`src/rtl/apb_uart_pkg.sv`:
```
// APB UART register interface: shared constants and FSM encoding.
// Imported by the apb_uart_if register block.
package apb_uart_pkg;

    localparam logic [3:0] ADDR_DATA   = 4'h0;
    localparam logic [3:0] ADDR_STATUS = 4'h4;
    localparam logic [3:0] ADDR_BAUD   = 4'h8;
    localparam logic [3:0] ADDR_CTRL   = 4'hC;

    localparam int STAT_TX_FULL  = 0;
    localparam int STAT_RX_EMPTY = 1;
    localparam int STAT_TX_OVR   = 2;
    localparam int STAT_RX_UDR   = 3;

    localparam int CTRL_RX_IE = 0;
    localparam int CTRL_TX_IE = 1;

    localparam int BAUD_W         = 11;
    localparam int BAUD_RESET_DEF = 650;
    localparam int BAUD_MIN_DEF   = 16;

    typedef enum logic [1:0] {
        ST_IDLE,
        ST_POP,
        ST_CAPT,
        ST_RESP
    } state_t;

endpackage

```
`src/rtl/apb_uart_if.sv`:
```
// APB3 slave exposing UART DATA/STATUS/BAUD/CTRL registers.
// Drives TX/RX FIFO strobes, baud divisor and a level interrupt.
module apb_uart_if
    import apb_uart_pkg::*;
#(
    parameter int BAUD_RESET = BAUD_RESET_DEF,
    parameter int BAUD_MIN   = BAUD_MIN_DEF
) (
    input  logic              clk,
    input  logic              reset,
    input  logic              psel,
    input  logic              penable,
    input  logic              pwrite,
    input  logic [3:0]        paddr,
    input  logic [31:0]       pwdata,
    output logic [31:0]       prdata,
    output logic              pready,
    output logic              pslverr,
    output logic [BAUD_W-1:0] baud_final_value,
    output logic [7:0]        tx_fifo_dataIn,
    output logic              tx_fifo_writeEn,
    input  logic              tx_fifo_Full,
    output logic              rx_fifo_readEn,
    input  logic              rx_fifo_Empty,
    input  logic [7:0]        rx_fifo_dataOut,
    output logic              irq
);

    localparam logic [BAUD_W-1:0] BAUD_INIT = BAUD_W'(BAUD_RESET);
    localparam logic [BAUD_W-1:0] BAUD_LOW  = BAUD_W'(BAUD_MIN);

    state_t            state;
    logic [BAUD_W-1:0] baud;
    logic              rx_ie;
    logic              tx_ie;
    logic              tx_ovr;
    logic              rx_udr;
    logic [31:0]       status_word;
    logic              unused_pwdata;

    assign status_word      = {28'b0, rx_udr, tx_ovr, rx_fifo_Empty, tx_fifo_Full};
    assign pready           = (state == ST_RESP);
    assign baud_final_value = baud;
    assign unused_pwdata    = ^pwdata[31:BAUD_W];

    always_ff @(posedge clk or posedge reset) begin
        if (reset) begin
            state           <= ST_IDLE;
            pslverr         <= 1'b0;
            prdata          <= '0;
            tx_fifo_writeEn <= 1'b0;
            rx_fifo_readEn  <= 1'b0;
            tx_fifo_dataIn  <= '0;
            baud            <= BAUD_INIT;
            rx_ie           <= 1'b0;
            tx_ie           <= 1'b0;
            tx_ovr          <= 1'b0;
            rx_udr          <= 1'b0;
            irq             <= 1'b0;
        end else begin
            tx_fifo_writeEn <= 1'b0;
            rx_fifo_readEn  <= 1'b0;
            irq <= (rx_ie & ~rx_fifo_Empty) | (tx_ie & ~tx_fifo_Full)
                 | tx_ovr | rx_udr;
            unique case (state)
                ST_IDLE: begin
                    if (psel && penable) begin
                        state <= ST_RESP;
                        case (paddr)
                            ADDR_DATA: begin
                                if (pwrite) begin
                                    if (tx_fifo_Full) begin
                                        tx_ovr  <= 1'b1;
                                        pslverr <= 1'b1;
                                    end else begin
                                        tx_fifo_dataIn  <= pwdata[7:0];
                                        tx_fifo_writeEn <= 1'b1;
                                    end
                                end else if (rx_fifo_Empty) begin
                                    rx_udr  <= 1'b1;
                                    pslverr <= 1'b1;
                                    prdata  <= '0;
                                end else begin
                                    rx_fifo_readEn <= 1'b1;
                                    state          <= ST_POP;
                                end
                            end
                            ADDR_STATUS: begin
                                if (pwrite) begin
                                    if (pwdata[STAT_TX_OVR]) tx_ovr <= 1'b0;
                                    if (pwdata[STAT_RX_UDR]) rx_udr <= 1'b0;
                                end else begin
                                    prdata <= status_word;
                                end
                            end
                            ADDR_BAUD: begin
                                if (!pwrite) begin
                                    prdata <= {{(32-BAUD_W){1'b0}}, baud};
                                end else if (pwdata[BAUD_W-1:0] >= BAUD_LOW) begin
                                    baud <= pwdata[BAUD_W-1:0];
                                end else begin
                                    pslverr <= 1'b1;
                                end
                            end
                            ADDR_CTRL: begin
                                if (pwrite) begin
                                    rx_ie <= pwdata[CTRL_RX_IE];
                                    tx_ie <= pwdata[CTRL_TX_IE];
                                end else begin
                                    prdata <= {30'b0, tx_ie, rx_ie};
                                end
                            end
                            default: begin
                                pslverr <= 1'b1;
                                prdata  <= '0;
                            end
                        endcase
                    end
                end
                ST_POP:  state <= ST_CAPT;
                // FIFO output is valid by the second edge after the pop.
                ST_CAPT: begin
                    prdata <= {24'b0, rx_fifo_dataOut};
                    state  <= ST_RESP;
                end
                ST_RESP: begin
                    pslverr <= 1'b0;
                    state   <= ST_IDLE;
                end
            endcase
        end
    end

endmodule

```
`config.mk`:
```
export PLATFORM = sky130hd
export DESIGN_NAME = apb_uart_if
export DESIGN_NICKNAME = d
export VERILOG_FILES = /design/src/rtl/apb_uart_pkg.sv /design/src/rtl/apb_uart_if.sv
export SDC_FILE = /design/constraint.sdc
export NUM_CORES = 1
export LEC_CHECK = 0
export ABC_AREA = 1
export CAP_MARGIN = 20
export CORE_MARGIN = 3
export CORE_UTILIZATION = 44
export DETAILED_ROUTE_END_ITERATION = 7
export GPL_TIMING_DRIVEN = 0
export PLACE_DENSITY_LB_ADDON = 0.25
export SYNTH_ARGS = -nofsm -noshare
export SYNTH_HDL_FRONTEND = slang
export SYNTH_SLANG_ARGS = --single-unit
```
`constraint.sdc`:
```
create_clock -name clk -period 3.7 [get_ports clk]
set_input_delay 0.74 -clock clk [delete_from_list [all_inputs] [get_ports clk]]
set_output_delay 0.74 -clock clk [all_outputs]
set_load 0.02 [all_outputs]
```
==> summary.md <==
| Metric | Value |
|---|---|
| Status | complete, no violations |
| Synth async-reset ratio | 100% |
| Worst reg2reg path startpoint | state[1] |
| Core ar. | 0.00485 sq mm |
| Pins Over Slew Limit | 0 |
| RSZ-0062 raised after global routing | no |
| # DRC | 0 |
| Fin Clk Skew | 5.82 ps |
| Cell Rows | 25 |
| Setup crit end | pready |
| GRT Overall Usage | between 15 and 20% |
| Setup Fix Bufs, Post-CTS | 0 |
| GP Congestion | roughly 0.83 |
| Most common cell after layout, fill and taps aside | nand2_1 |
| Max_slew headroom | approximately 46% |
| Crit path arrival time | 1530 ps |
| Reg2Reg Depth | 11 |
| TritonCTS clock tree | done |
| Detailed placement HPWL | 4.26 mm |
| CTS hold repair buffers | 0 |
| Period utilization | roughly three fifths |
| Largest net degree at the start of global routing | 41 |
| Clk sinks | 40 |
| Routed Antenna Nets | 0 |
| Startpoint Class | flip-flop |
| Slew @ Worst Pin | about 800 ps |
| DR vias/cell | 4.56 |
| Nets | around 450 |
| Crit path launch | state[1] |
| Max-cap violations | 0 |
| VDD IR max | 331 uV |
| Number of global-route vias before repair | ~1,900 |
| Die area | 0.00607 sq mm |
| CTS Buffer Depth | 2 |
| Netlist Area Pre-Place | about 0.0023 sq mm |
| Critical R2R Capture | prdata[0] |
| Syn_area_per_cell | around 7.6 sq um |
| Drt first pass iters | 4 |
| Peak Freq | 0.440 GHz |
| PortBufs | 64 |
| Sum Neg Setup Slack | 0 ps |
| Final worst-path setup slack | 1430 ps |
| Clock slew at reported path FFs | 80 ps |
| Top_reg_cell synth | dfrtp_1 |
| Global-route wire length before repair | 8.91 mm |
| Yosys reg bits | 40 |
| Fraction of layout cells with a size suffix above 1 | 14.8% |
| # resized after CTS | 0 |
| Commonest non-fill, non-tap cells in the layout | nand2_1, clkdlybuf4s50_1, dfrtp_1 |
| Ant diodes | 0 |
| Area Overhead vs Synth | 38.9% |
| DIE HEIGHT | 77.9 microns |
| Critical Path RT | about 3000 ps |
| Starting Density | 46.9% |
| DRT Wirelength | 5.47 mm |
| Die width | around 78 microns |
| Wirelength per Cell | 11.9 microns |
| Vias | 2,095 |
| DRT iter0 DRCs | 122 |
| Final setup vio count | 0 |
| Worst Path Max Fanout | 4 |
| Initial antenna violation count | 0 |
| Skew-Pair Late Insertion Delay | just under 300 ps |
| Flop-to-flop setup slack | 1840 ps |
| Pre-CTS setup slack | around 1300 ps |
| Post-synth cell types | 26 |
| Seq/Total Area, Yosys | 44.2% |
| TritonCTS buffer count | 5 |
| Synth warnings | 0 |
| Critical Path End Type | primary output |
| Post-synth EDFFs | 0 |
| Total grt overflow | 0 |
| Final hold vios | 0 |
| Setup CP Type | reg -> out |
| Fin crit period | 2270 ps |
| H-tree lvl count | 2 |
| Leakage power | around 1.7 nW |
| Mapped Cells | 300 |
| Pwr dens | 505 mW/mm^2 |
| Top-Level Pins | around 110 |
| Type of the worst min-delay path | reg -> reg |
| Root buf cell | clkbuf_8 |
[kinds of logic (layout without fill, tap and decap cells)]
family / count (synthesis) / count (layout) / synth area share (%)
fa+ha+maj: 4 / 4 / 2.20
other cells: 1 / 21 / 0.165
buf+inv: 60 / 132 / 14.2
flops: 40 / 40 / 44.2
simple gates: 169 / 169 / 32.2
compound gates: 26 / 26 / 6.93
[final cells by class]
class	instances	area, sq um
clock buffers	6	72.6
fillers	460	1690
plain buffers	28	204
multi-input cells	220	1020
clock inverters	2	12.5
flip-flops and latches	40	1010
well taps	67	83.8
inverters	32	120
repair buffers	64	641
[routing by layer]
layer	wire (microns)	vias to the layer above	GRT usage, %
met5	0	-	0
li1	-	1074	-
met3	296	5	4.41
met4	44	0	4.90
met1	2460	952	24.1
met2	2670	64	30.4
[cell usage after synthesis (2+ instances only)]
library cell / count / area, sq um
a21oi_1: 2 / 10.0
nor2_1: 14 / 52.6
o21ai_1: 2 / 10.0
nor2_2: 3 / 18.8
o21ai_0: 14 / 70.1
nand3_1: 30 / 150
dfrtp_1: 36 / 901
buf_2: 4 / 20.0
ha_1: 4 / 50.1
nand2_1: 110 / 413
dfstp_2: 4 / 105
inv_1: 30 / 113
buf_4: 21 / 158
nor2_4: 3 / 33.8
buf_6: 2 / 22.5
o21ai_2: 7 / 61.3
nand4_1: 4 / 25.0
nand2_2: 2 / 12.5
[flip-flops by register name, summed over array words and instances (netlist names)]
name and flops:
baud_final_value 11, irq 1, prdata 11, pslverr 1, rx_fifo_readEn 1, rx_ie 1
rx_udr 1, state 2, tx_fifo_dataIn 8, tx_fifo_writeEn 1, tx_ie 1, tx_ovr 1
[report_power, final]
group          switching (W)  total [W]  internal, W
clock               0.000154   0.000286     0.000132
sequential         0.0000582   0.000590     0.000532
combinational       0.000421   0.000721     0.000300
total               0.000633    0.00160     0.000964
[per-stage QoR]
step / utilization (%) / total power [W] / cells / instance area (sq um) / hold slack (ps)
global placement: 63.4 / 0.00130 / 451 / 3070 / 453
CTS: 65.2 / 0.00161 / 459 / 3160 / 471
finish: 65.2 / 0.00160 / 459 / 3160 / 470
detailed placement: 63.4 / 0.00132 / 451 / 3070 / 458
global route: 65.2 / 0.00172 / 459 / 3160 / 510
floorplan: - / 0.00104 / 320 / 2350 / 455
[worst max-delay path, cell delays in order, from the launching register on]
cell and delay, ps:
dfrtp_1 400, ha_1 220, clkdlybuf4s50_1 620
[how the worst min path moves through the flow]
stage                        start                   to  slack [ps]  cells past startpoint
3_5_place_dp             prdata[5]            prdata[5]         460                      2
2_1_floorplan               tx_ovr                  irq         450                      2
5_1_grt                  prdata[5]            prdata[5]         510                      2
3_3_place_gp             prdata[5]            prdata[5]         450                      2
4_1_cts        baud_final_value[9]  baud_final_value[9]         470                      2
6_report       baud_final_value[9]  baud_final_value[9]         470                      2
Power figures use the tool's default switching activity.
